### config.mk
export PLATFORM = sky130hd
export DESIGN_NAME = stopwatch_bcd
export DESIGN_NICKNAME = d
export VERILOG_FILES = /design/src/rtl/stopwatch_bcd_pkg.sv /design/src/rtl/stopwatch_bcd_digit_counter.sv /design/src/rtl/stopwatch_bcd.sv
export SDC_FILE = /design/constraint.sdc
export NUM_CORES = 1
export LEC_CHECK = 0
export ABC_AREA = 1
export ABC_CLOCK_PERIOD_IN_PS = 1350
export CAP_MARGIN = 0
export CORE_UTILIZATION = 45
export DETAILED_ROUTE_END_ITERATION = 8
export MAX_ROUTING_LAYER = met4
export PLACE_DENSITY_LB_ADDON = 0.25
export SETUP_SLACK_MARGIN = 0.1
export SLEW_MARGIN = 40
export SYNTH_ARGS = -nofsm -noshare
export SYNTH_HDL_FRONTEND = slang
export SYNTH_SLANG_ARGS = --single-unit
### constraint.sdc
create_clock -name clock -period 1.35 [get_ports clock]
set_input_delay 0.27 -clock clock [delete_from_list [all_inputs] [get_ports clock]]
set_output_delay 0.27 -clock clock [all_outputs]
set_load 0.03 [all_outputs]
### src/rtl/stopwatch_bcd_pkg.sv
// Shared types and digit limits for the MM:SS BCD stopwatch.
package stopwatch_pkg;

    typedef enum logic [1:0] {IDLE, RUN, PAUSE, LAP} sw_state_t;

    typedef logic [3:0] bcd_t;

    localparam int SEC_TENS_MAX = 5;
    localparam int MIN_TENS_MAX = 5;
    localparam int ONES_MAX     = 9;

endpackage

### src/rtl/stopwatch_bcd_digit_counter.sv
// One BCD digit with increment enable; carry marks the wrap from MAX so the next digit advances.
module bcd_digit_counter
    import stopwatch_pkg::*;
#(
    parameter int MAX = 9
) (
    input  logic clock,
    input  logic reset_n,
    input  logic clr,
    input  logic inc,
    output bcd_t digit,
    output logic carry
);

    bcd_t digit_q, digit_d;

    always_comb begin
        digit_d = digit_q;
        // Out-of-range values recover to 0 whether or not the digit is being advanced.
        if (clr || digit_q > bcd_t'(MAX)) begin
            digit_d = '0;
        end else if (inc) begin
            digit_d = (digit_q == bcd_t'(MAX)) ? '0 : digit_q + 4'd1;
        end
    end

    always_ff @(posedge clock) begin
        if (!reset_n) begin
            digit_q <= '0;
        end else begin
            digit_q <= digit_d;
        end
    end

    assign digit = digit_q;
    assign carry = inc & (digit_q == bcd_t'(MAX));

endmodule

### src/rtl/stopwatch_bcd.sv
// MM:SS BCD stopwatch counting rising edges of a divided clock, with run/pause, lap freeze and clear.
module stopwatch_bcd
    import stopwatch_pkg::*;
#(
    parameter int TICKS_PER_SEC = 500000
) (
    input  logic       clock,
    input  logic       reset_n,
    input  logic       scaledclk,
    input  logic       start_stop,
    input  logic       lap,
    input  logic       clear,
    output logic [3:0] sec_ones,
    output logic [3:0] sec_tens,
    output logic [3:0] min_ones,
    output logic [3:0] min_tens,
    output logic       running,
    output logic       lap_active,
    output logic       rollover
);

    localparam int PW = (TICKS_PER_SEC > 1) ? $clog2(TICKS_PER_SEC) : 1;

    sw_state_t     state_q, state_d;
    logic          scaledclk_q;
    logic [PW-1:0] presc_q, presc_d;
    logic [15:0]   lap_q, lap_d;
    logic          rollover_q;

    logic          tick, counting, sec_inc, clear_all, lap_load;
    logic          so_carry, st_carry, mo_carry, mt_carry;
    bcd_t          so, st, mo, mt;
    logic [15:0]   live;

    assign tick     = scaledclk & ~scaledclk_q;
    assign counting = tick & ((state_q == RUN) || (state_q == LAP));
    assign sec_inc  = counting & (presc_q == PW'(TICKS_PER_SEC - 1));
    assign live     = {mt, mo, st, so};

    always_comb begin
        state_d   = state_q;
        clear_all = 1'b0;
        lap_load  = 1'b0;
        if (clear) begin
            state_d   = IDLE;
            clear_all = 1'b1;
        end else begin
            unique case (state_q)
                IDLE:  if (start_stop) state_d = RUN;
                RUN: begin
                    if (start_stop) begin
                        state_d = PAUSE;
                    end else if (lap) begin
                        state_d  = LAP;
                        lap_load = 1'b1;
                    end
                end
                LAP: begin
                    if (start_stop)  state_d = PAUSE;
                    else if (lap)    state_d = RUN;
                end
                PAUSE: if (start_stop) state_d = RUN;
                default: state_d = IDLE;
            endcase
        end
    end

    always_comb begin
        presc_d = presc_q;
        if (clear_all) begin
            presc_d = '0;
        end else if (counting) begin
            presc_d = sec_inc ? '0 : presc_q + 1'b1;
        end
        lap_d = lap_q;
        if (clear_all) begin
            lap_d = '0;
        end else if (lap_load) begin
            lap_d = live;
        end
    end

    always_ff @(posedge clock) begin
        if (!reset_n) begin
            state_q     <= IDLE;
            scaledclk_q <= 1'b0;
            presc_q     <= '0;
            lap_q       <= '0;
            rollover_q  <= 1'b0;
        end else begin
            state_q     <= state_d;
            scaledclk_q <= scaledclk;
            presc_q     <= presc_d;
            lap_q       <= lap_d;
            rollover_q  <= mt_carry & ~clear_all;
        end
    end

    bcd_digit_counter #(.MAX(ONES_MAX)) u_sec_ones (
        .clock(clock), .reset_n(reset_n), .clr(clear_all), .inc(sec_inc),
        .digit(so), .carry(so_carry)
    );
    bcd_digit_counter #(.MAX(SEC_TENS_MAX)) u_sec_tens (
        .clock(clock), .reset_n(reset_n), .clr(clear_all), .inc(so_carry),
        .digit(st), .carry(st_carry)
    );
    bcd_digit_counter #(.MAX(ONES_MAX)) u_min_ones (
        .clock(clock), .reset_n(reset_n), .clr(clear_all), .inc(st_carry),
        .digit(mo), .carry(mo_carry)
    );
    bcd_digit_counter #(.MAX(MIN_TENS_MAX)) u_min_tens (
        .clock(clock), .reset_n(reset_n), .clr(clear_all), .inc(mo_carry),
        .digit(mt), .carry(mt_carry)
    );

    assign {min_tens, min_ones, sec_tens, sec_ones} = (state_q == LAP) ? lap_q : live;
    assign running    = (state_q == RUN) || (state_q == LAP);
    assign lap_active = (state_q == LAP);
    assign rollover   = rollover_q;

endmodule

### Yosys cells after proc, flatten, opt, wreduce, memory -nomap -nowiden

Index checks and enable logic that the tools add are counted.

| cells by class | value |
|---|---|
| bitwise gates (word level) | 11 |
| reductions and logical operators | 14 |
| mux-type cells | 17 |
| add/sub/neg operators | 5 |
| equal/unequal tests | 11 |
| $lt $le $gt $ge | 4 |

Operator list:

| operator | count |
|---|---|
| 19-bit by 1-bit adder with 19-bit output (second input constant) | 1 |
| 19-bit equality test (second input constant) | 1 |
| 19-bit 2-to-1 mux | 1 |
| 4-bit by 1-bit adder with 4-bit output (second input constant) | 4 |
| 16-bit 2-to-1 mux | 1 |
| 4-bit 2-to-1 mux | 4 |
| 2-bit OR reduction | 7 |
| 2-bit 2-to-1 mux | 5 |
| 1-bit AND | 8 |
| 4-bit by 3-bit equality test with 1-bit output (second input constant) | 2 |
| 4-bit equality test (second input constant) | 2 |
| 4-bit by 3-bit > comparator with 1-bit output (second input constant) | 2 |
| 4-bit > comparator (second input constant) | 2 |
| 3-bit != test (second input constant) | 2 |
| 2-bit case mux with 3 select lines | 1 |
| 1-bit logical OR | 5 |
| 1-bit 2-to-1 mux | 5 |
| 2-bit equality test (second input constant) | 2 |
| 1-bit inverter | 3 |
| 3-bit AND reduction | 1 |
| 2-bit by 1-bit equality test with 1-bit output (second input constant) | 1 |
| 2-bit zero test | 1 |
| 2-bit by 1-bit != test with 1-bit output (second input constant) | 1 |

| word-level totals | value |
|---|---|
| logic and storage cells | 71 |
| output and inout bits | 19 |
| bits in registers | 55 |
| input bits | 6 |

### Logic depth before layout (Yosys ltp)

Gate-level depths: netlist (run 1).

| logic depth | value |
|---|---|
| depth in word-level cells | 9 |
| depth in mapped cells | 10 |
| gate-level depth less buffers | 10 |

### Hierarchy

Synthesis (run 1) repeated with hierarchy kept, for this count alone.

| second synthesis, totals | value |
|---|---|
| cell total of the unflattened synthesis | 436 |
| area total of the unflattened synthesis | 2870.3 um^2 |

Modules (own cells, without submodules):

| module | times used | cells each | sequential area each (um^2) | area each (um^2) |
|---|---|---|---|---|
| stopwatch_bcd | 1 | 314 | 780.7 | 2059.5 |
| bcd_digit_counter (u_min_ones ...) | 2 | 34 | 80.1 | 224.0 |
| bcd_digit_counter (u_min_tens ...) | 2 | 27 | 80.1 | 181.4 |

### Worst setup path before layout (run 1)

Ideal clock, no wire load.

| timing | value |
|---|---|
| path kind | reg2out |
| start point | register state_q[0] |
| end point | output min_ones[0] |
| arrival time | 1517 ps |
| setup slack | -437 ps |
| stages on the path, launching flop included | 5 |
| path through | dfxtp_1 -> nand2_1 -> inv_1 -> clkbuf_1 -> o21ai_0 |

| on the way | value |
|---|---|
| cells in the longest elaborated chain, start to end | 2 |

Ends and longest elaborated chain:

| element | RTL line | source |
|---|---|---|
| from (decl) | stopwatch_bcd.sv:24 | `sw_state_t state_q, state_d;` |
| from (signal assigned) | stopwatch_bcd.sv:91 | `state_q <= state_d;` |
| 2-bit equality test | -- |  |
| named net lap_active | stopwatch_bcd.sv:18 | `output logic lap_active,` |
| 16-bit 2-to-1 mux | stopwatch_bcd.sv:116 | `assign {min_tens, min_ones, sec_tens, sec_ones} = (state_q == LAP) ? lap_q : live;` |
| to (decl) | stopwatch_bcd.sv:15 | `output logic [3:0] min_ones,` |

The timed path passes the listed nets, and every way through them passes these cells.

### Worst setup path after layout (run 1)

| timing | value |
|---|---|
| start point | register presc_q[1] |
| end point | register u_min_ones.digit_q[2], in the netlist u_min_ones.digit[2] |

| on the way | value |
|---|---|
| cells in the longest elaborated chain, start to end | 4 |

Ends and longest elaborated chain:

| element | RTL line | source |
|---|---|---|
| from (decl) | stopwatch_bcd.sv:26 | `logic [PW-1:0] presc_q, presc_d;` |
| from (signal assigned) | stopwatch_bcd.sv:93 | `presc_q <= presc_d;` |
| 19-bit equality test | stopwatch_bcd.sv:37 | `assign sec_inc = counting & (presc_q == PW'(TICKS_PER_SEC - 1));` |
| 1-bit AND | stopwatch_bcd.sv:37 |  |
| 1-bit AND (2 in series) | stopwatch_bcd_digit_counter.sv:36 | `assign carry = inc & (digit_q == bcd_t'(MAX));` |
| to (signal assigned) | stopwatch_bcd_digit_counter.sv:31 | `digit_q <= digit_d;` |
| to (decl) | stopwatch_bcd_digit_counter.sv:15 | `bcd_t digit_q, digit_d;` |

Every way passes these cells.
A chain may end at the register's enable or synchronous reset.

==> results by group, run 1 <==
Run status
  • Status: complete, but fails checks
  • Failing checks: setup timing

Routing
  • Initial DRC count: 179
  • DR WL met3: 549 um
  • Total wire length: 9470 um
  • Top sig layer: met4
  • Met1 WL: 3720 um
  • Number of vias after detailed routing: 3,058
  • ANT nets after route: 0
  • DRC violations left: 0
  • DRT Pass-1 Iters: 5
  • Met2 WL: 4840 um
  • Vias per std cell: 5.73
  • Drt wl/cell: 17.7 um

Logic synthesis
  • Synth cell types: 32
  • Syn. warnings: 0
  • Top cells by area, synth: dfxtp_1 (43%), nand2_1 (9.5%), o21ai_0 (8.0%)
  • FF+latch count, synth: 55
  • Synth Instances: 360
  • Seq/Total Area, Yosys: 42.8%
  • Cell Area, Synth: 2570 sq um
  • Area leader, netlist: dfxtp_1
  • Syn Area/Cell: 7.14 sq um
  • Share of the synthesized area in the top cell type: 42.8%

Power
  • Worst VDD drop: 797 uV
  • Pwr per Cell Area: 684 nW/um^2
  • Power after layout: 0.00302 W
  • Leak Pwr: 1.77 nW

Timing
  • Clock skew: 0.0127 ns
  • Unrepaired setup endpoints after global routing: yes
  • Final setup fails: 59
  • F_max: 0.591 GHz
  • Final min period: 1.69 ns
  • Slew Limit Fails: 0
  • Setup TNS: -10.35 ns
  • Worst setup margin: -0.342 ns
  • Fin. Hold Viols: 0
  • Fin crit share: 125%

Layout
  • Most common cell after layout, fill and taps aside: buf_4
  • Antenna cells: 0
  • Area grow syn2layout: 71.8%
  • Final net count: 468
  • Share of post-route cells with drive strength above 1: 50.0%
  • Commonest cells after routing, fill and taps aside: buf_4 (53), dfxtp_1 (49), nand2_1 (43)

Worst setup path
  • Setup crit end: u_min_ones.digit[2]
  • Critical path origin: presc_q[1]
  • Worst R2R Start: presc_q[1]
  • Worst reg2reg path depth: 7
  • Worst EP required: 1.60 ns
  • Critical path startpoint category: flip-flop
  • CP max FO: 7
  • Worst EP arrival: 1.94 ns
  • Reg-to-Reg End: u_min_ones.digit[2]
  • Critical path type: reg -> reg
  • Setup slack, reg-to-reg: -0.34 ns
  • Worst setup EP type: flip-flop

Placed design
  • Final Wtd Congestion: 0.892
  • IO buf count: 24
  • Hpwl dp: 4550 um

Global routing
  • Initial antenna violation count: 0
  • GR Util All Layers: 27.4%
  • Vias in the first global route: 2,730
  • First-pass GRT wire length: 12,700 um
  • Final global-route overflow total: 0
  • Largest net degree at the start of global routing: 17

Floorplan
  • Top-Level Pins: 25
  • Die Area: 6020 sq um
  • Core ar.: 5510 sq um
  • Initial Utilization: 46.7%
  • Die width: 77.6 um
  • DIE HEIGHT: 77.6 um
  • Cell Rows: 27

CTS
  • Worst-Skew Late Latency: 0.32 ns
  • Worst-path clk slew: 0.11 ns
  • Max Root-Sink Buffers: 2
  • CTS Buf Count: 5
  • H-tree Lvls: 2
  • Post-CTS Hold Buffers: 0
  • Clk sinks: 55
  • CTS Root Cell: clkbuf_8
  • CTS tree: yes

Worst hold path
  • Worst hold-check path type: in -> reg

Job
  • Max-Cap Viols: 0
==> how the worst min path moves through the flow <==
stage	from	end	slack, ns	cells after the start
CTS	scaledclk	scaledclk_q	0.37	3
finish	scaledclk	scaledclk_q	0.40	3
global route	scaledclk	scaledclk_q	0.41	3
floorplan	scaledclk	scaledclk_q	0.36	2
detailed placement	u_min_ones.digit[2]	u_min_ones.digit[2]	0.47	2
global placement	u_sec_ones.digit[1]	u_sec_ones.digit[2]	0.46	2
==> flip-flops by register name, indices dropped and copies added, names as in the netlist <==
register / count
u_sec_ones.digit: 4
presc_q: 19
lap_q: 16
u_sec_tens.digit: 4
rollover: 1
scaledclk_q: 1
state_q: 2
u_min_tens.digit: 4
u_min_ones.digit: 4
==> metal layers <==
| metal | vias to the layer above | track usage (%) |
|---|---|---|
| met3 | 43 | 3.88 |
| met1 | 1475 | 32.5 |
| li1 | 1383 | - |
| met2 | 157 | 48.6 |
| met5 | - | - |
| met4 | 0 | 6.60 |
==> stage by stage <==
step / area [sq um] / hold slack (ns) / instances / util, % / worst slack (ns)
finish: 4410 / 0.399 / 534 / 80.2 / -0.342
global route: 4410 / 0.413 / 534 / 80.2 / -0.402
CTS: 4030 / 0.372 / 524 / 73.2 / -0.282
detailed placement: 3430 / 0.474 / 503 / 62.3 / -0.589
global placement: 3430 / 0.461 / 503 / 62.3 / -0.557
floorplan: 2740 / 0.363 / 361 / - / -0.0260
==> power by group <==
part           internal [W]  total [W]  leakage (nW)  switching, W
logic              0.000100   0.000216          1.26      0.000116
clock network      0.000602    0.00117        0.0612      0.000565
registers           0.00163    0.00164         0.447    0.00000782
==> synth_stat cells (all sizes together) <==
| cell type | count |
|---|---|
| nand2 | 66 |
| dfxtp | 55 |
| nor2 | 49 |
| inv | 47 |
| o21ai | 42 |
| a21oi | 37 |
| nand3 | 17 |
| nand4 | 11 |
| clkbuf | 6 |
| nor3 | 6 |
| a211oi | 3 |
| a31oi | 3 |
| xnor2 | 3 |
| buf | 2 |
| nor3b | 2 |
| o21a | 2 |
| xor2 | 2 |
| a22oi | 1 |
| clkinv | 1 |
| conb | 1 |
| dlygate4sd1 | 1 |
| ha | 1 |
| nand3b | 1 |
| nor4 | 1 |
==> critical path, stage by stage, from the launching register on <==
cell,delay (ns)
dfxtp_2,0.37
ha_4,0.16
nand3_4,0.09
nor2_4,0.21
nand3_4,0.13
nor2_4,0.28
nand4_1,0.17
a21oi_1,0.20
==> final cells by class <==
class / instances / area [sq um]
Clock inverter: 2 / 35.0
Clock buffer: 6 / 82.6
Inverter: 48 / 199
Multi-Input combinational cell: 249 / 1820
Timing Repair Buffer: 102 / 1080
Sequential cell: 55 / 1110
Tap cell: 72 / 90.1
Fill cell: 293 / 1090
==> logic make-up after synthesis <==
logic type | synth area share, %
AND/OR/NAND/NOR | 28.4
AO/OA/AOI/OAI | 17.9
buffers and inverters | 8.57
flip-flops | 42.8
XOR/XNOR | 1.70
adder cells (fa/ha/maj) | 0.487
other | 0.146
==> repair_timing <==
item	CTS	global route
resized for setup	90	92
setup endpoints to repair	69	69
gates cloned	5	1
pin swaps	11	33
buffers inserted	8	10
Note: power is estimated with default switching activity, not from simulation.
==> run 2, diff against run 1 <==
- ABC_CLOCK_PERIOD_IN_PS: 1350 -> 1800
- clock period: 1.35 -> 1.8 ns (I/O delays scaled with it)
==> run 2 against run 1 <==
  * The flow now finishes without violations
  * Non-clock buffer count down 54
  * Design area down 24%
  * Sequential share of layout area up 8.0 points
  * Setup slack better by 0.44 ns
  * Count of clock-buffer cells in the layout down 1
  * Utilization down 19 points
  * Hold slack better by 0.047 ns
  * Largest cell class unchanged
==> results by group, run 2 (synthesis results as in run 1) <==
Layout
  • Antenna cells: 0
  • Largest regs: presc_q: 19 flops, lap_q: 16 flops
  • Multi-input gate area: 1370 sq um
  • Final net count: 414
  • Register area: 1110 sq um
  • Commonest cells after routing, fill and taps aside: nand2_1 (62), dfxtp_1 (51), inv_1 (46)
  • Share of post-route cells with drive strength above 1: 22.5%
  • Post-Layout Cell Count: 480
  • Largest register by flop count: presc_q
  • Max FFs per register: 19
  • Fillers: 496
  • Most common cell after layout, fill and taps aside: nand2_1
  • Area grow syn2layout: 30.0%

Timing
  • Fin. Hold Viols: 0
  • Fin crit share: 94.8%
  • Final setup fails: 0
  • Worst Hold Margin: 0.446 ns
  • Slew Limit Fails: 0
  • Clock skew: 0.00961 ns
  • Final min period: 1.71 ns
  • F_max: 0.586 GHz
  • Unrepaired setup endpoints after global routing: yes

Worst setup path
  • CP max FO: 8
  • Crit-path slowest cell: dfxtp_2
  • Critical path startpoint category: flip-flop
  • Crit path max-delay family: buffers and inverters
  • CP bufs+invs: 3
  • Crit path largest cell delay: 0.35 ns
  • Worst EP arrival: 1.35 ns
  • Worst EP required: 1.44 ns
  • Stages on worst setup path: 5
  • Crit path cell chain: nand2_4 > clkinv_8 > clkbuf_16 > o21ai_1 > buf_4
  • Critical path type: reg -> out
  • Worst reg2reg path depth: 10
  • Worst setup EP type: primary output

Worst hold path
  • Hold path cells: 4
  • Worst hold-check path type: in -> reg

Routing
  • Drt wl/cell: 12.3 um
  • Number of vias after detailed routing: 2,460
  • ANT nets after route: 0
  • Initial DRC count: 98
  • Vias per std cell: 5.13
  • DRT Pass-1 Iters: 4
  • DRC violations left: 0
  • Total wire length: 5900 um

Floorplan
  • Core ar.: 5510 sq um
  • Top-Level Pins: 25
  • Initial Utilization: 46.7%
  • Die Area: 6020 sq um
  • DIE HEIGHT: 77.6 um
  • Cell Rows: 27
  • Die width: 77.6 um

Run status
  • Status: completed

CTS
  • CTS Root Cell: clkbuf_8
  • CTS tree: yes
  • Max Root-Sink Buffers: 2
  • H-tree Lvls: 2
  • Post-CTS Hold Buffers: 0
  • Worst-path clk slew: 0.10 ns
  • Clk sinks: 55
  • Worst-Skew Late Latency: 0.31 ns
  • CTS Buf Count: 5

Job
  • Max-Cap Viols: 0

Placed design
  • DP Cell Count: 465
  • IO buf count: 24
  • Hpwl dp: 4000 um
  • Final Wtd Congestion: 0.870

Global routing
  • Initial antenna violation count: 0
  • Largest net degree at the start of global routing: 33
  • GR Util All Layers: 20.0%
  • First-pass GRT wire length: 9490 um
  • Final global-route overflow total: 0
  • Vias in the first global route: 2,202

Power
  • Sequential power share: 61.5%
  • Leak Pwr: 1.35 nW
  • Switching share of power: 23.0%
  • Power after layout: 0.00199 W
  • Clock share of power: 33.6%
  • Worst VDD drop: 442 uV
  • Switching power total: 0.000459 W
  • Combinational power share: 4.9%
  • Pwr per Cell Area: 597 nW/um^2
  • Internal power component: 0.00153 W
==> run 2: final cells by class <==
cell class	instances	area share (%)
tap	72	2.70
multi-input combinational	249	41.0
timing repair buffer	48	14.7
clock inverter	3	0.599
sequential	55	33.2
clock buffer	5	2.06
inverter	48	5.77
==> run 2: timing repair <==
item                       in CTS  in global routing
setup buffers                   1                  2
pin swaps                       0                  2
gates cloned                    1                  3
resized for setup               8                 44
setup endpoints to repair      17                 38
==> run 2: path summary, 6_finish.rpt <==
kind              slack (ns)          end   startpoint
setup / recovery        0.09  min_tens[3]   state_q[1]
hold reg to reg         0.46  presc_q[18]  presc_q[18]
hold / removal          0.45  scaledclk_q    scaledclk
setup reg to reg        0.20  presc_q[10]   presc_q[0]
==> run 2: metal layers <==
metal  GRT usage (%)  up-vias  share of wire, %
met4            7.74        0               1.4
met2            33.8       39                48
li1                -     1271                 -
met1            23.3     1143                47
met3            3.88        7               2.9
met5               -        -                 0
==> run 2: through the flow <==
stage / utilization [%] / setup slack, ns / instance area (sq um) / setup TNS [ns]
floorplan: - / 0.0941 / 2570 / 0
global placement: 54.0 / -0.125 / 2970 / -1.14
detailed placement: 54.0 / -0.138 / 2970 / -1.77
CTS: 56.6 / 0.0768 / 3120 / 0
global route: 60.7 / 0.0476 / 3340 / 0
finish: 60.7 / 0.0944 / 3340 / 0
==> run 2: worst reg2reg max path: cells and delay by family, from the launching register on <==
family                     cells  cell delay (ns)
adders and majority gates      1             0.20
DFF                            1             0.37
AOI/OAI and AO/OA              1             0.03
buffers and inverters          3             0.38
and+or+nand+nor                5             0.53
==> run 2: power groups by stage <==
stage	sequential, W	combinational (W)	clock, W
floorplan	0.00125	0.0000493	0
global placement	0.00126	0.0000885	0
detailed placement	0.00126	0.0000888	0
CTS	0.00123	0.0000920	0.000695
global route	0.00123	0.000108	0.000745
finish	0.00123	0.0000976	0.000669
==> run 3, diff against run 2 <==
- RECOVER_POWER: not set -> 25
==> run 3 against run 2 <==
  * Routed wire length rose by 0.10%
  * Via count fell by 0.24%
  * First-iteration DRC count shrank 10%
  * Maximum frequency about the same
  * Critical path type unchanged
  * Critical endpoint unchanged
  * Largest power group unchanged
==> results by group, run 3 (synthesis results as in run 1) <==
Run status
  • Status: completed

Global routing
  • First-pass GRT wire length: 9490 um
  • Vias in the first global route: 2,202
  • Largest net degree at the start of global routing: 33
  • Initial antenna violation count: 0
  • GR Util All Layers: 20.0%
  • Final global-route overflow total: 0

CTS
  • Post-CTS Hold Buffers: 0
  • Max Root-Sink Buffers: 2
  • CTS Root Cell: clkbuf_8
  • Worst-Skew Late Latency: 0.31 ns
  • Worst-path clk slew: 0.10 ns
  • H-tree Lvls: 2
  • Clk sinks: 55
  • CTS Buf Count: 5
  • CTS tree: yes

Worst setup path
  • CP max FO: 8
  • Critical path startpoint category: flip-flop
  • CP bufs+invs: 3
  • Crit path largest cell delay: 0.35 ns
  • Worst setup EP type: primary output
  • Setup slack, reg-to-reg: 0.20 ns
  • Critical path type: reg -> out
  • Worst EP arrival: 1.35 ns
  • Crit path cell chain: nand2_4 > clkinv_8 > clkbuf_16 > o21ai_1 > buf_4
  • Crit-path slowest cell: dfxtp_2
  • Worst EP required: 1.44 ns
  • Crit path max-delay family: buffers and inverters

Layout
  • Post-Layout Cell Count: 480
  • Final net count: 414
  • Commonest cells after routing, fill and taps aside: nand2_1 (62), dfxtp_1 (51), inv_1 (46)
  • Share of post-route cells with drive strength above 1: 22.5%
  • Max FFs per register: 19
  • Antenna cells: 0
  • Largest regs: presc_q: 19 flops, lap_q: 16 flops
  • Post-Route Utilization: 60.5%
  • Largest register by flop count: presc_q
  • Area grow syn2layout: 29.6%
  • Most common cell after layout, fill and taps aside: nand2_1
  • Finished Cell Area: 3330 sq um

Timing
  • F_max: 0.586 GHz
  • Slew Limit Fails: 0
  • Worst Hold Margin: 0.445 ns
  • Clock skew: 0.00967 ns
  • Final min period: 1.71 ns
  • Unrepaired setup endpoints after global routing: yes
  • Fin crit share: 94.7%
  • Worst setup margin: 0.0947 ns
  • Fin. Hold Viols: 0
  • Final setup fails: 0

Floorplan
  • Top-Level Pins: 25
  • Initial Utilization: 46.7%
  • Die Area: 6020 sq um
  • Cell Rows: 27
  • Core ar.: 5510 sq um
  • DIE HEIGHT: 77.6 um
  • Die width: 77.6 um

Worst hold path
  • Worst hold-check path type: in -> reg

Placed design
  • Hpwl dp: 4000 um
  • DP Cell Count: 465
  • Final Wtd Congestion: 0.870
  • IO buf count: 24
  • Dpl ws: -0.138 ns
  • DP Area: 2970 sq um

Routing
  • DRC violations left: 0
  • Total wire length: 5900 um
  • DRT Pass-1 Iters: 4
  • Drt wl/cell: 12.3 um
  • Vias per std cell: 5.11
  • ANT nets after route: 0
  • Initial DRC count: 88
  • Number of vias after detailed routing: 2,454

Power
  • Leak Pwr: 1.33 nW
  • Pwr per Cell Area: 598 nW/um^2
  • Worst VDD drop: 443 uV

Job
  • Max-Cap Viols: 0
run 3: cell type report:
type | count | area [sq um]
clock buffers | 5 | 68.8
clock inverters | 3 | 20.0
fillers | 499 | 2180
inverters | 48 | 193
multi-input cells | 249 | 1370
flip-flops and latches | 55 | 1110
well taps | 72 | 90.1
repair buffers | 48 | 479
run 3: path summary, 6_finish.rpt:
path / from / to / depth (start not counted)
setup / recovery: state_q[1] / min_tens[3] / 5
hold / removal: scaledclk / scaledclk_q / 4
setup reg to reg: presc_q[0] / presc_q[10] / 10
hold reg to reg: presc_q[18] / presc_q[18] / 1
run 3: layer usage:
| metal | vias to the layer above | routed length [um] | global-route usage [%] |
|---|---|---|---|
| met4 | 0 | 65 | 7.74 |
| met1 | 1143 | 2820 | 23.3 |
| met5 | - | 0 | - |
| met3 | 5 | 148 | 3.88 |
| li1 | 1271 | - | - |
| met2 | 35 | 2860 | 33.8 |
run 3: timing repair:
action,in CTS,in global routing
setup buffers,1,2
pin swaps,0,2
cloned,1,3
gates resized for setup,8,44
endpoints found under the setup margin,17,38
run 3: per-stage QoR:
step,total power (W),TNS (ns)
floorplan,0.00130,0
global placement,0.00134,-1.14
detailed placement,0.00134,-1.77
CTS,0.00201,0
global route,0.00208,0
finish,0.00199,0
run 3: tightest hold or removal path, stage by stage:
cell            delay (ns)
dlymetal6s2s_1        0.15
buf_4                 0.14
nand2_1               0.04
inv_1                 0.04
run 3: power by group:
| group | internal [W] | switching (W) | total (W) |
|---|---|---|---|
| combinational | 0.0000396 | 0.0000571 | 0.0000968 |
| sequential | 0.00122 | 0.00000485 | 0.00123 |
| clock | 0.000272 | 0.000398 | 0.000669 |
| total | 0.00153 | 0.000460 | 0.00199 |
==> variant 1, RTL diff (config.mk and constraints of run 3) <==
Reset style: asynchronous (`reset_n`), changed in 2 clocked blocks.
--- a/src/rtl/stopwatch_bcd_digit_counter.sv
+++ b/src/rtl/stopwatch_bcd_digit_counter.sv
@@ -24,7 +24,7 @@
         end
     end
 
-    always_ff @(posedge clock) begin
+    always_ff @(posedge clock or negedge reset_n) begin
         if (!reset_n) begin
             digit_q <= '0;
         end else begin
--- a/src/rtl/stopwatch_bcd.sv
+++ b/src/rtl/stopwatch_bcd.sv
@@ -80,7 +80,7 @@
         end
     end
 
-    always_ff @(posedge clock) begin
+    always_ff @(posedge clock or negedge reset_n) begin
         if (!reset_n) begin
             state_q     <= IDLE;
             scaledclk_q <= 1'b0;
Formal check against the unedited RTL: differs if reset_n is asserted again (counterexample within 4 cycles, from zero or initial values and one cycle with reset_n low); with reset_n held inactive, the same outputs for 10 cycles.
==> variant 1 against run 3 <==
The flow now finishes with violations (design-rule violations); routed wire length up 14%; critical path depth unchanged; first-iteration DRC count up 110%; final cell count is 7.5% higher; synthesized area up 19%; via count is 7.7% higher; register-to-register slack barely moved; worst setup slack got worse by 0.036 ns; sequential cell count stayed put; final area is 13% higher; critical path type unchanged; critical endpoint is now sec_ones[2]; largest cell class unchanged.
Power is not compared: it rests on default switching activity, and its combinational part moved more than twofold at a synthesized area within 25%.
==> variant 1: results (changes against run 3) <==
- The net count of the finished layout is 445 (was 414).
- The DRC violation count after routing is 4 (was 0).
- The global routing met1 resource utilization is 27.3% (was 23.3%).
- The worst slack after detailed placement came to -0.159 ns (was -0.138 ns).
- The first-pass GRT wire length is 11600 um (was 9490 um).
- The launching point of the worst reg2reg path is presc_q[0] (unchanged).
- The wire length the detailed router placed on met1 was 3210 um (was 2820 um).
- The final reports fail on design-rule violations.
- The largest net degree at the start of global routing is 45 (was 33).
- The global routing met3 resource utilization is 2.46% (was 3.88%).
- The number of optimization iterations in the first detailed-route pass came to 6 (was 4).
- The launch point of the critical path is state_q[0] (was state_q[1]).
- The clock network area share is 2.42% (was 2.67%).
- The cell type of the slowest stage on the worst timing path is dfrtp_2 (was dfxtp_2).
- The via count of the first global-routing pass was 2556 (was 2202).
- The largest delay contributor family on the critical path is flip-flops (was buffers and inverters).
- The weighted congestion reported at the end of routability-driven placement is 0.867 (was 0.870).
- The count of cell types in the netlist was 37 (was 32).
- The sequential cell area share is 36.4% (was 33.3%).
- The area added between synthesis and finish is 23.1% (was 29.6%).
- The non-clock buffer total of the final layout is 54 (was 48).
- The capture instance of the worst register-to-register path is u_min_ones.digit[0] (was presc_q[10]).
- The count of multi-input gates is 259 (was 249).
- The path category of the worst min-delay check is reg -> reg (was in -> reg).
- The HPWL reported at the end of detailed placement is 4530 um (was 4000 um).
- The detailed route wirelength on metal3 was 217 um (was 148 um).
- The endpoint of the worst hold path was lap_q[11] (was scaledclk_q).
- The cell area reported after detailed placement was 3500 um2 (was 2970 um2).
- Commonest cells post-synth: 64 x nand2_1, 59 x inv_1, 55 x dfrtp_1, 50 x nor2_1, 26 x o21ai_0 (was 65 x nand2_1, 55 x dfxtp_1, 47 x inv_1, 41 x o21ai_0).
- The total wirelength of the detailed-routed design is 6710 um (was 5900 um).
- The multi-input gate area in the final layout is 1470 um2 (was 1370 um2).
- The worst setup margin was 0.0586 ns (was 0.0947 ns).
- The share of flip-flops with an asynchronous set or reset is 100% (was 0%).
- Result of the run: complete, but fails checks (was complete, no violations).
- The amount of wire on met2 after detailed routing came to 3190 um (was 2860 um).
- The final cell count without fillers was 516 (was 480).
- The count of mapped cells out of synthesis is 384 (was 360).
- Biggest area contributors in the synthesized netlist: dfrtp_1 45%, nand2_1 7.8%, inv_1 7.2%, nor2_1 6.1%, o21ai_0 4.2% (was dfxtp_1 43%, nand2_1 9.5%, o21ai_0 8.0%, a21oi_1 7.2%, inv_1 6.9%).
- The met2 usage came to 33.3% (was 33.8%).
- The cell total after placement is 498 (was 465).
- The launch point of the worst hold path is lap_q[11] (was scaledclk).
- The end of the critical path is sec_ones[2] (was min_tens[3]).
- The longest individual stage delay on the worst path is 0.44 ns (was 0.35 ns).
==> variant 1: power by group through the flow <==
stage	sequential [uW]	clock, uW	combinational, uW
after floorplan	1290	0	137
after global placement	1290	0	236
after detailed placement	1290	0	238
after CTS	1270	734	254
after global routing	1270	768	295
final	1270	724	268
==> variant 1: cell families (layout without fill, tap and decap cells) <==
logic type / count (synthesis) / count (layout) / share of synthesized area (%)
AO/OA/AOI/OAI: 71 / 71 / 15.5
XOR/XNOR: 9 / 9 / 2.57
adder cells (fa/ha/maj): 1 / 1 / 0.407
buffers and inverters: 71 / 125 / 9.54
flip-flops: 55 / 55 / 44.8
other: 1 / 2 / 0.122
AND/OR/NAND/NOR: 176 / 176 / 27.0
==> variant 1: repair_timing <==
action | CTS | global route
hold endpoints to repair | 11 | 0
gates cloned | 1 | 1
resized for setup | 9 | 18
hold buffers | 1 | 0
setup endpoints to repair | 18 | 54
setup buffers | 2 | 5
pin swaps | 0 | 3
==> variant 2, RTL diff (flow settings as in run 3) <==
Without the edit above. The parameter `TICKS_PER_SEC` goes from 500000 to 1000000.
--- a/src/rtl/stopwatch_bcd.sv
+++ b/src/rtl/stopwatch_bcd.sv
@@ -2,7 +2,7 @@
 module stopwatch_bcd
     import stopwatch_pkg::*;
 #(
-    parameter int TICKS_PER_SEC = 500000
+    parameter int TICKS_PER_SEC = 1000000
 ) (
     input  logic       clock,
     input  logic       reset_n,
Behaviour: same outputs for any inputs over 10 cycles, from zero or initial values and one cycle with reset_n low; that may be too few to reach the edited logic, so the function may still have changed.
==> variant 2 against run 3 <==
Critical path depth rose by 1; sequential cell count rose by 1; maximum frequency fell by 1.5%; synthesized area rose by 7.6%; clock power rose by 34%; worst setup slack got worse by 0.026 ns; final area rose by 11%; hold slack improved by 0.034 ns; power rose by 14%; first-iteration DRC count rose by 57%; non-clock buffer count rose by 6; die area rose by 7.4%; routed wire length rose by 16%; largest cell class unchanged; largest power group unchanged.
==> variant 2: results (changes against run 3) <==
- The portion of the post-synthesis area used by sequential elements is 40.5% (was 42.8%).
- The count of fill cells added during filler insertion was 502 (was 499).
- The leakage component of the power is 0.00144 uW (was 0.00133 uW).
- The weighted congestion reported at the end of routability-driven placement is 0.902 (was 0.870).
- The internal reg-to-reg setup slack is 0.15 ns (was 0.20 ns).
- The complex-gate fraction of the synthesized area is 16.1% (was 17.9%).
- The via count of the first global-routing pass was 2451 (was 2202).
- The DRC violation total after the first TritonRoute iteration is 138 (was 88).
- The HPWL reported at the end of detailed placement came to 4240 um (was 4000 um).
- The cell total after placement is 506 (was 465).
- The met2 usage is 36.2% (was 33.8%).
- The fraction of layout cells with a size suffix above 1 is 23.6% (was 22.5%).
- The xor-xnor portion of the synthesized cell area is 2.22% (was 1.70%).
- Registers with the most flip-flops: presc_q x20, lap_q x16 (was presc_q x19, lap_q x16).
- The number of optimization iterations in the first detailed-route pass came to 5 (was 4).
- The maximum VDD drop came to 0.478 mV (was 0.443 mV).
- The maximum operating frequency is 0.578 GHz (was 0.586 GHz).
- The wire length the detailed router placed on met1 is 3200 um (was 2820 um).
- The worst slack after detailed placement is -0.106 ns (was -0.138 ns).
- The worst hold slack after final layout came to 0.479 ns (was 0.445 ns).
- The adder-cell share of the synthesized area was 0.452% (was 0.487%).
- The global routing met1 resource utilization is 28.3% (was 23.3%).
- The first-pass GRT wire length was 11100 um (was 9490 um).
- The largest clock skew in the final design was 0.0150 ns (was 0.00967 ns).
- The combined global-route utilization of all metal layers is 22.4% (was 20.0%).
- The count of mapped cells out of synthesis is 401 (was 360).
- The final cell count without fillers is 529 (was 480).
- The detailed route wirelength on metal3 is 267 um (was 148 um).
- Result of the run: complete, no violations (unchanged).
## variant 2: area by class of cell
type / instances / area [um2] / share of cell area [%]
Clock buffer: 6 / 82.6 / 2.23
Timing Repair Buffer: 54 / 572 / 15.4
Multi-Input combinational cell: 282 / 1580 / 42.6
Sequential cell: 56 / 1130 / 30.5
Clock inverter: 2 / 38.8 / 1.05
Tap cell: 75 / 93.8 / 2.53
Inverter: 54 / 208 / 5.61
## variant 2: worst max-delay path, stage by stage (launching register included)
cell and delay [ns]:
dfxtp_4 0.37, nand2_4 0.07, inv_6 0.05, buf_6 0.13
buf_16 0.15, o21ai_4 0.15, buf_6 0.15
## variant 2: path summary, 6_finish.rpt
path / end / start / cells past startpoint
worst max register to register: u_min_ones.digit[3] / state_q[0] / 10
worst min-delay path: presc_q[0] / presc_q[0] / 1
worst max-delay path: sec_ones[0] / state_q[0] / 6
worst min register to register: presc_q[0] / presc_q[0] / 1
## variant 2: timing repair
| action | in CTS | in global routing |
|---|---|---|
| resized for setup | 58 | 19 |
| gates cloned | 3 | 0 |
| endpoints found under the setup margin | 19 | 44 |
| pin swaps | 1 | 7 |
| buffers inserted | 6 | 7 |
| hold buffers | 0 | 0 |
## variant 2: kinds of logic (layout without fill, tap and decap cells)
logic type | Yosys count | in the layout
buf+inv | 64 | 116
flops | 56 | 56
simple gates | 187 | 187
other cells | 1 | 2
xor+xnor | 7 | 7
fa+ha+maj | 1 | 1
compound gates | 85 | 85
## variant 2: where the power goes
group / total, uW / internal, uW / switching, uW
registers: 1250 / 1250 / 5.30
logic: 118 / 52.2 / 65.6
clock network: 897 / 456 / 441
## variant 2: stage by stage
step                TNS [ns]  instance area [um2]
global placement      -0.673                 3170
global route               0                 3700
CTS                        0                 3620
floorplan                  0                 2770
detailed placement     -1.23                 3170
finish                     0                 3700
